===== src/rtl/uart_avm_link_if.sv =====
// Avalon-MM bundle between uart_avm_link (master) and a UART core (slave).
// Signal names keep the link's original port names.
interface uart_avm_link_if;
  logic [4:0]  o_address;
  logic        o_read;
  logic        o_write;
  logic [31:0] o_writedata;
  logic [31:0] i_readdata;
  logic        i_waitrequest;

  modport master (
    output o_address, o_read, o_write, o_writedata,
    input  i_readdata, i_waitrequest
  );

  modport slave (
    input  o_address, o_read, o_write, o_writedata,
    output i_readdata, i_waitrequest
  );
endinterface


===== src/rtl/uart_avm_link.sv =====
// Full-duplex bridge between byte streams and an Avalon-MM UART core:
// a TX FIFO drains to the data register, RX bytes are packed into BYTES-wide words.
module uart_avm_link #(
  parameter int unsigned DEPTH = 16,
  parameter int unsigned BYTES = 2,
  parameter int unsigned LW    = $clog2(DEPTH) + 1
) (
  input  logic                 i_clk,
  input  logic                 i_rst,
  uart_avm_link_if.master      avm,
  input  logic                 i_tx_valid,
  input  logic [7:0]           i_tx_data,
  output logic                 o_tx_ready,
  output logic [LW-1:0]        o_tx_level,
  output logic                 o_rx_valid,
  output logic [8*BYTES-1:0]   o_rx_data,
  input  logic                 i_rx_ready
);

  localparam int unsigned AW = $clog2(DEPTH);
  localparam int unsigned KW = (BYTES > 1) ? $clog2(BYTES) : 1;

  localparam logic [4:0] ADDR_RX   = 5'd0;
  localparam logic [4:0] ADDR_TX   = 5'd4;
  localparam logic [4:0] ADDR_STAT = 5'd8;

  typedef enum logic [1:0] {IDLE, STAT, RXRD, TXWR} state_t;

  state_t        state;
  logic [7:0]    mem [DEPTH];
  logic [AW-1:0] wr_ptr;
  logic [AW-1:0] rd_ptr;
  logic [KW-1:0] k;
  logic          prio;

  logic done;
  logic push;
  logic pop;
  logic tx_nempty;
  logic rx_ok;
  logic tx_ok;

  assign done       = (avm.o_read | avm.o_write) & ~avm.i_waitrequest;
  assign tx_nempty  = (o_tx_level != '0);
  assign o_tx_ready = (o_tx_level < LW'(DEPTH));
  assign push       = i_tx_valid & o_tx_ready;
  assign pop        = (state == TXWR) & done;
  assign rx_ok      = avm.i_readdata[7] & ~o_rx_valid;
  assign tx_ok      = avm.i_readdata[6] & tx_nempty;

  // Head only moves on pop, so write data stays stable through a stalled TXWR.
  assign avm.o_writedata = {24'b0, mem[rd_ptr]};

  always_ff @(posedge i_clk) begin
    if (push) mem[wr_ptr] <= i_tx_data;
  end

  always_ff @(posedge i_clk) begin
    if (!i_rst) begin
      state         <= IDLE;
      avm.o_read    <= 1'b0;
      avm.o_write   <= 1'b0;
      avm.o_address <= ADDR_STAT;
      wr_ptr        <= '0;
      rd_ptr        <= '0;
      o_tx_level    <= '0;
      k             <= '0;
      prio          <= 1'b0;
      o_rx_valid    <= 1'b0;
      o_rx_data     <= '0;
    end else begin
      if (push) wr_ptr <= wr_ptr + AW'(1);
      if (pop)  rd_ptr <= rd_ptr + AW'(1);
      if (push && !pop)      o_tx_level <= o_tx_level + LW'(1);
      else if (pop && !push) o_tx_level <= o_tx_level - LW'(1);

      if (o_rx_valid && i_rx_ready) o_rx_valid <= 1'b0;

      case (state)
        IDLE: begin
          if (tx_nempty || !o_rx_valid) begin
            state         <= STAT;
            avm.o_read    <= 1'b1;
            avm.o_address <= ADDR_STAT;
          end
        end

        STAT: begin
          if (done) begin
            // Round-robin only when both directions are ready.
            if (rx_ok && tx_ok) prio <= ~prio;
            if (rx_ok && (!tx_ok || !prio)) begin
              state         <= RXRD;
              avm.o_address <= ADDR_RX;
            end else if (tx_ok) begin
              state         <= TXWR;
              avm.o_read    <= 1'b0;
              avm.o_write   <= 1'b1;
              avm.o_address <= ADDR_TX;
            end else begin
              state         <= IDLE;
              avm.o_read    <= 1'b0;
              avm.o_address <= ADDR_STAT;
            end
          end
        end

        RXRD: begin
          if (done) begin
            o_rx_data[8*k +: 8] <= avm.i_readdata[7:0];
            if (k == KW'(BYTES - 1)) begin
              k          <= '0;
              o_rx_valid <= 1'b1;
            end else begin
              k <= k + KW'(1);
            end
            state         <= IDLE;
            avm.o_read    <= 1'b0;
            avm.o_address <= ADDR_STAT;
          end
        end

        TXWR: begin
          if (done) begin
            state         <= IDLE;
            avm.o_write   <= 1'b0;
            avm.o_address <= ADDR_STAT;
          end
        end

        default: begin
          state         <= IDLE;
          avm.o_read    <= 1'b0;
          avm.o_write   <= 1'b0;
          avm.o_address <= ADDR_STAT;
        end
      endcase
    end
  end

endmodule

===== src/flat_wrapper.sv =====
// flat-port wrapper written by rule: the top's interface ports become plain ports
module uart_avm_link_flat 
#(
  parameter int unsigned DEPTH = 16,
  parameter int unsigned BYTES = 2,
  parameter int unsigned LW    = $clog2(DEPTH) + 1
)
  (i_clk, i_rst, i_tx_valid, i_tx_data, o_tx_ready, o_tx_level, o_rx_valid, o_rx_data, i_rx_ready, avm_o_address, avm_o_read, avm_o_write, avm_o_writedata, avm_i_readdata, avm_i_waitrequest);
  uart_avm_link_if avm_i ();
  input  logic i_clk;
  input  logic i_rst;
  input  logic i_tx_valid;
  input  logic [7:0] i_tx_data;
  output logic o_tx_ready;
  output logic [LW-1:0] o_tx_level;
  output logic o_rx_valid;
  output logic [8*BYTES-1:0] o_rx_data;
  input  logic i_rx_ready;
  output wire logic [$bits(avm_i.o_address)-1:0] avm_o_address;
  output wire logic [$bits(avm_i.o_read)-1:0] avm_o_read;
  output wire logic [$bits(avm_i.o_write)-1:0] avm_o_write;
  output wire logic [$bits(avm_i.o_writedata)-1:0] avm_o_writedata;
  input wire logic [$bits(avm_i.i_readdata)-1:0] avm_i_readdata;
  input wire logic [$bits(avm_i.i_waitrequest)-1:0] avm_i_waitrequest;
  assign avm_o_address = avm_i.o_address;
  assign avm_o_read = avm_i.o_read;
  assign avm_o_write = avm_i.o_write;
  assign avm_o_writedata = avm_i.o_writedata;
  assign avm_i.i_readdata = avm_i_readdata;
  assign avm_i.i_waitrequest = avm_i_waitrequest;
  uart_avm_link #(.DEPTH(DEPTH), .BYTES(BYTES), .LW(LW)) u_core (.i_clk(i_clk), .i_rst(i_rst), .avm(avm_i), .i_tx_valid(i_tx_valid), .i_tx_data(i_tx_data), .o_tx_ready(o_tx_ready), .o_tx_level(o_tx_level), .o_rx_valid(o_rx_valid), .o_rx_data(o_rx_data), .i_rx_ready(i_rx_ready));
endmodule

===== config.mk =====
export PLATFORM = sky130hd
export DESIGN_NAME = uart_avm_link_flat
export DESIGN_NICKNAME = d
export VERILOG_FILES = /design/src/rtl/uart_avm_link_if.sv /design/src/rtl/uart_avm_link.sv /design/src/flat_wrapper.sv
export SDC_FILE = /design/constraint.sdc
export NUM_CORES = 1
export LEC_CHECK = 0
export BUFFER_PORTS_ARGS = -buffer_cell sky130_fd_sc_hd__buf_4
export CORE_MARGIN = 2
export CORE_UTILIZATION = 55
export DETAILED_ROUTE_END_ITERATION = 8
export GPL_TIMING_DRIVEN = 0
export PLACE_DENSITY_LB_ADDON = 0.12
export SETUP_SLACK_MARGIN = 0.2
export SLEW_MARGIN = 20
export SYNTH_ARGS = -nofsm -noshare
export SYNTH_HDL_FRONTEND = slang
export SYNTH_SLANG_ARGS = --single-unit

===== constraint.sdc =====
create_clock -name i_clk -period 4.5 [get_ports i_clk]
set_clock_uncertainty 0.1 [all_clocks]
set_input_delay 0.225 -clock i_clk [delete_from_list [all_inputs] [get_ports i_clk]]
set_output_delay 0.225 -clock i_clk [all_outputs]
set_load 0.01 [all_outputs]

==> results of run 1 <==
## worst max path at each step
stage / end / slack (ps) / from / cells past startpoint
final: avm_o_writedata[7] / 1650 / register / 4
after global routing: avm_o_writedata[7] / 1570 / register / 4
after CTS: avm_o_writedata[7] / 1610 / register / 4
after detailed placement: u_core.o_tx_level[4]$_SDFFE_PN0P_ / 1980 / u_core.o_tx_level[4]$_SDFFE_PN0P_ / 9
after global placement: u_core.mem[3][2]$_DFFE_PP_ / 1880 / u_core.o_tx_level[4]$_SDFFE_PN0P_ / 4
after floorplan: u_core.o_tx_level[4]$_SDFFE_PN0P_ / 2190 / u_core.o_tx_level[4]$_SDFFE_PN0P_ / 9
## layer usage
layer  part of all wire  wire (um)
met1               0.43       5770
met2               0.52       6920
met3              0.038        508
met4              0.012        162
met5                  0          0
## layout make-up
class | count | area [um2] | share of cell area
Sequential cell | 170 | 4680 | 0.543
Multi-Input combinational cell | 228 | 2250 | 0.261
Timing Repair Buffer | 66 | 523 | 0.0607
Clock buffer | 24 | 482 | 0.0559
Buffer | 46 | 323 | 0.0374
Tap cell | 172 | 215 | 0.0250
Clock inverter | 8 | 116 | 0.0135
Inverter | 8 | 30.0 | 0.00348
## cell families after synthesis
group	Yosys count	share of synthesized area
flops	170	0.653
simple gates	88	0.0646
mux	60	0.166
buf+inv	54	0.0492
compound gates	28	0.0267
fa+ha+maj	15	0.0272
xor+xnor	10	0.0122
other cells	1	0.000523
## where the power goes
group	leakage (uW)	switching (uW)	total (uW)	internal, uW
clock	0.000292	554	1470	913
combinational	0.00139	304	576	272
sequential	0.00150	62.2	1830	1770
total	0.00318	920	3870	2950
## per-stage QoR
step | util | power, uW | area (um2) | setup WS, ps
after floorplan | - | 2230 | 7270 | 2190
after global placement | 0.623 | 2410 | 7900 | 1880
after detailed placement | 0.625 | 2430 | 7920 | 1980
after CTS | 0.681 | 3900 | 8620 | 1610
after global routing | 0.681 | 4040 | 8620 | 1570
final | 0.681 | 3870 | 8620 | 1650
## state kept, by name, summed over array words and instances (netlist names), named ones only
| signal | count |
|---|---|
| u_core.mem | 128 |
| u_core.o_rx_data | 16 |
| u_core.o_tx_level | 5 |
| u_core.rd_ptr | 4 |
| u_core.wr_ptr | 4 |
| u_core.avm.o_address | 2 |
| u_core.state | 2 |
| u_core.avm.o_read | 1 |
| u_core.avm.o_write | 1 |
| u_core.k | 1 |
| u_core.o_rx_valid | 1 |
| u_core.prio | 1 |
## placed cells by master (no fill, tap or decap), types with 6 or more instances in the layout
cell type	netlist	layout
and2_1	10	10
buf_4	27	82
clkbuf_1	9	13
clkbuf_16	0	17
conb_1	1	27
dfxtp_1	42	42
dlygate4sd3_1	0	11
edfxtp_1	128	128
ha_1	14	14
inv_1	8	8
mux2i_1	20	20
mux4_1	24	24
mux4_2	16	16
nand2_1	12	12
nand2b_1	6	6
nand3_1	8	8
nor2_1	19	19
nor2b_1	20	20
xnor2_1	9	9
## timing repair
item	4_1_cts	5_1_grt
hold buffers	11	0
endpoints found under the hold margin	32	0
buffers inserted	0	0
## worst max-delay path: stages, from the launching register on
cell and delay (ps):
dfxtp_1 460, clkbuf_1 510, mux4_1 450, mux4_2 520, buf_4 170
==> metrics.md, run 1 <==
| Metric | Value |
|---|---|
| Hold depth | 1 |
| Seq cells post-synth | 170 |
| Die Height | 118 um |
| Critical path type | reg2out |
| Core area | 12,700 um2 |
| Leak Pwr | 0.00318 uW |
| Residual DRC count | 0 |
| Distinct cells, synth | 48 |
| Full die area | 14,000 um2 |
| Synth top area cells | edfxtp_1, dfxtp_1, mux4_1, mux4_2, buf_4 |
| Synth warn | 0 |
| Crit path time final | 2850 ps |
| CTS resizes | 0 |
| P&R area growth vs syn | 20.3% |
| Vias in the first global route | 3,948 |
| I/O Buffers | 55 |
| Std-Cell Rows | 41 |
| Mapped Area | 7170 um2 |
| CTS root buffer | clkbuf_16 |
| Required @ worst endpoint | 4180 ps |
| Mean Syn Cell Area | 16.8 um2 |
| Pwr per Cell Area | 449 nW/um2 |
| R2r setup slk | 1950 ps |
| Layout cell share with drive strength beyond 1 | 0.249 |
| Busiest layer in global routing | met2 |
| Asr flop ratio synth | 0 |
| Fill cell count | 852 |
| Sequential-to-total area share from yosys stat | 0.653 |
| Initial cell density of the core | 0.566 |
| DRT Pass-1 Iters | 4 |
| Crit path launch type | register |
| Placer Congestion | 0.814 |
| Final #Nets | 597 |
| Arrival @ worst endpoint | 2520 ps |
| Hold endpoint | u_core.mem[12][4]$_DFFE_PP_ |
| DR WL/cell | 18.5 um |
| Die Width | 118 um |
| Synth top cells by count | edfxtp_1, dfxtp_1, buf_4, mux4_1 |
| Fin cells | 722 |
| Met2 GRT Util | 0.336 |
| Number of flops mapped to enable cells by yosys | 128 |
| Clock transition at the registers of the reported paths | 60 ps |
| HP Class | in2reg |
| Post-synth top area cell | edfxtp_1 |
| Worst slew pin tran | 865 ps |
| Setup_tns | 0 ps |
| Worst skew pair latency | 420 ps |
| Max Root-Sink Buffers | 2 |
| Diode count | 0 |
| Clock buffer count from CTS | 17 |
| Vias | 3,858 |
| Global routing met3 resource utilization | 0.0526 |
| CP Capture Type | output port |
| HPWL Detailed | 9270 um |
| # H-tree levels | 4 |
| Final cycle utilization of the critical path | 0.633 |
| Cell with the most instances after synthesis | edfxtp_1 |
| Reg-to-reg startpoint | u_core.state[0]$_SDFFE_PN0P_ |
| Gr usage total | 0.202 |
| Max-Slew Margin vs Limit | 0.421 |
| Maximum Capacitance Violations | 0 |
| RSZ-0062 raised after global routing | false |
| Status | complete, no violations |
| Main synth FF type | edfxtp_1 |
| # IOs | 107 |
| DR vias/cell | 5.34 |
| First-iteration detailed-routing DRC count | 285 |
| Min-delay src | i_tx_data[4] |
| Reg2reg path depth | 9 |
| GRT overflow | 0 |
| Final hold slack | 11.9 ps |
| CTS sink count | 170 |
| Crit path max fanout | 10 |
| Reg2reg end | u_core.o_tx_level[4]$_SDFFE_PN0P_ |
| Pin count of the biggest net entering global routing | 17 |
| Pins Over Slew Limit | 0 |
| Global-route wire length before repair | 21,100 um |
| Peak supply drop | 266 uV |
| Maximum clock rate | 351 MHz |
| Setup violators final | 0 |
| Initial antenna violation count | 0 |
| Final wirelength | 13,400 um |
| Top-area cell type share of the netlist area | 0.536 |
| Placed cell count | 679 |
| TritonCTS clock tree | built |
| Cell count after synthesis | 426 |
| Post-route ant nets | 0 |
| Met1 Use GR | 0.257 |
| Final Hold Vio Count | 0 |
(Power assumes the default switching activity.)
==> inputs of run 2 (changes only) <==
CORE_UTILIZATION = 51   (was 55)
clock period = 2.3 ns   (was 4.5 ns; I/O delays follow)
==> metrics.md, run 2 (synthesis results as in run 1) <==
| Metric | Value |
|---|---|
| Layout cell share with drive strength beyond 1 | 0.339 (+0.0901) |
| Pwr per Cell Area | 865 nW/um2 (+92%) |
| # H-tree levels | 4 (unchanged) |
| Arrival @ worst endpoint | 2320 ps (-200 ps) |
| Final cycle utilization of the critical path | 1.10 |
| Worst skew pair latency | 430 ps (about the same) |
| DRT Pass-1 Iters | 4 (unchanged) |
| Fill cell count | 1,001 (+17%) |
| CP Capture Type | output port |
| Power after layout | 7790 uW (+100%) |
| Violated checks | negative setup slack |
| # IOs | 107 (unchanged) |
| P&R area growth vs syn | 25.6% |
| Post-route ant nets | 0 (unchanged) |
| Die Height | 123 um (+3.7%) |
| HP Class | in2reg |
| CTS root buffer | clkbuf_16 |
| Clock transition at the registers of the reported paths | 60 ps (about the same) |
| Crit path launch type | register |
| Slowest-stage cell, CP | mux4_2 |
| DR vias/cell | 5.21 (-2.4%) |
| GRT overflow | 0 (unchanged) |
| Max-Slew Margin vs Limit | 0.480 (+0.0582) |
| Reg-to-reg startpoint | u_core.avm.o_write$_SDFFE_PN0P_ |
| Final wirelength | 14,300 um (+7.3%) |
| Crit path time final | 2540 ps |
| I/O Buffers | 55 (unchanged) |
| Final Hold Vio Count | 0 (unchanged) |
| Max FFs per register | 128 (unchanged) |
| Hold depth | 5 (+4) |
| Vias in the first global route | 3,987 (+0.99%) |
| Global-route wire length before repair | 22,500 um (+6.8%) |
| Crit path max fanout | 7 (-3) |
| Pins Over Slew Limit | 0 (unchanged) |
| Required @ worst endpoint | 2090 ps (-2090 ps) |
| Largest Register | u_core.mem |
| Core area | 13,800 um2 (+9.1%) |
| Worst slew pin tran | 776 ps (-88.3 ps) |
| Gr usage total | 0.209 (+0.00705) |
| Residual DRC count | 0 (unchanged) |
| Crit-path cells | buf_12, buf_12, buf_16, mux4_2, mux4_2, buf_6 |
| Critical path type | reg2out |
| First-iteration detailed-routing DRC count | 272 (-4.6%) |
| Setup violators final | 8 (+8) |
| Full die area | 15,000 um2 (+7.6%) |
| Max Root-Sink Buffers | 2 (unchanged) |
| Largest registers | u_core.mem: 128 flops, u_core.o_rx_data: 16 flops, u_core.o_tx_level: 5 flops |
| Diode count | 0 (unchanged) |
| Std-Cell Rows | 43 (+4.9%) |
| Setup ws final | -237 ps (-1890 ps) |
| Vias | 3,920 (+1.6%) |
| HPWL Detailed | 9230 um (-0.40%) |
| Clock buffer count from CTS | 17 (unchanged) |
| RSZ-0062 raised after global routing | true |
| Placer Congestion | 0.817 (+0.39%) |
| TritonCTS clock tree | built |
| Maximum Capacitance Violations | 0 (unchanged) |
| Status | finished with violations |
| Die Width | 123 um (+3.7%) |
| CTS sink count | 170 (unchanged) |
| DR WL/cell | 19.1 um (+3.0%) |
| Commonest non-fill, non-tap cell in the layout | edfxtp_1 |
| Reg2reg path depth | 9 (unchanged) |
| CP top delay family | multiplexers |
| Initial antenna violation count | 0 (unchanged) |
| Final #Nets | 619 (+3.7%) |
| Min-delay src | avm_i_waitrequest |
| R2r setup slk | 170 ps (-1780 ps) |
| Crit path buf inv count | 4 (+2) |
| Maximum clock rate | 394 MHz |
| Initial cell density of the core | 0.519 (-0.0473) |
| Pin count of the biggest net entering global routing | 17 (unchanged) |
| Most frequent cells in the layout | edfxtp_1, buf_4, dfxtp_1 |
| Peak supply drop | 589 uV (+120%) |
| Leak Pwr | 0.00330 uW (+3.8%) |
| Reg2reg end | u_core.o_tx_level[4]$_SDFFE_PN0P_ |
| Setup_tns | -1640 ps (-1640 ps) |
| Largest stage delay on the critical path | 530 ps (about the same) |
## run 2: cell count changes in the layout (fill, tap and decap cells not counted), moves of 7 or more
cell,before,now
nor2_2,0,12
nor2_1,19,7
buf_6,1,9
dlygate4sd3_1,11,18
mux4_1,24,13
mux4_2,16,27
## run 2: stage by stage
| step | hold slack [ps] | util | instances | instance area, um2 | setup WS (ps) |
|---|---|---|---|---|---|
| 6_report | 197 | 0.651 | 752 | 9000 | -237 |
| 5_1_grt | 205 | 0.651 | 752 | 9000 | -299 |
| 4_1_cts | 167 | 0.646 | 748 | 8930 | -258 |
| 3_5_place_dp | 288 | 0.577 | 687 | 7970 | -50.1 |
| 3_3_place_gp | 278 | 0.575 | 687 | 7950 | -129 |
| 2_1_floorplan | 114 | - | 452 | 7310 | 221 |
## run 2: layout make-up
class                   count  area, um2  area share
plain buffers              46        363      0.0403
clock buffers              19        433      0.0481
clock inverters            13        151      0.0168
inverters                   8       35.0     0.00389
multi-input cells         228       2310       0.256
flip-flops and latches    170       4700       0.522
well taps                 180        225      0.0250
repair buffers             88        792      0.0880
## run 2: report_power, final
part | switching [uW] | leakage, uW | internal, uW
combinational | 663 | 0.00153 | 685
clock | 1130 | 0.000277 | 1700
sequential | 137 | 0.00150 | 3470
## run 2: routing by layer
metal / up-vias / GRT usage / routed length [um]
li1: 1840 / - / -
met1: 1950 / 0.261 / 5960
met2: 113 / 0.353 / 7510
met3: 17 / 0.0558 / 585
met4: 0 / 0.0747 / 274
met5: - / 0 / 0
## run 2: worst max-delay path by stage
stage	end	slack [ps]	cells past startpoint
finish	avm_o_writedata[0]	-240	6
global route	avm_o_writedata[0]	-300	6
CTS	avm_o_writedata[0]	-260	6
detailed placement	avm_o_writedata[6]	-50	4
global placement	u_core.mem[3][4]$_DFFE_PP_	-130	4
floorplan	u_core.o_tx_level[4]$_SDFFE_PN0P_	220	9
## run 2: worst register-to-register path, delay by kind of cell (launching register included)
family | cells | cell delay, ps
AOI/OAI and AO/OA | 3 | 560
adders and majority gates | 2 | 500
muxes | 2 | 430
DFF | 1 | 340
and+or+nand+nor | 1 | 80
buffers and inverters | 1 | 50
## run 2: timing repair
item,in CTS,in global routing
buffers inserted,9,4
pin swaps,5,4
resized for setup,43,16
setup endpoints to repair,43,50
hold buffers,18,0
hold endpoints to repair,149,0
cloned,2,0
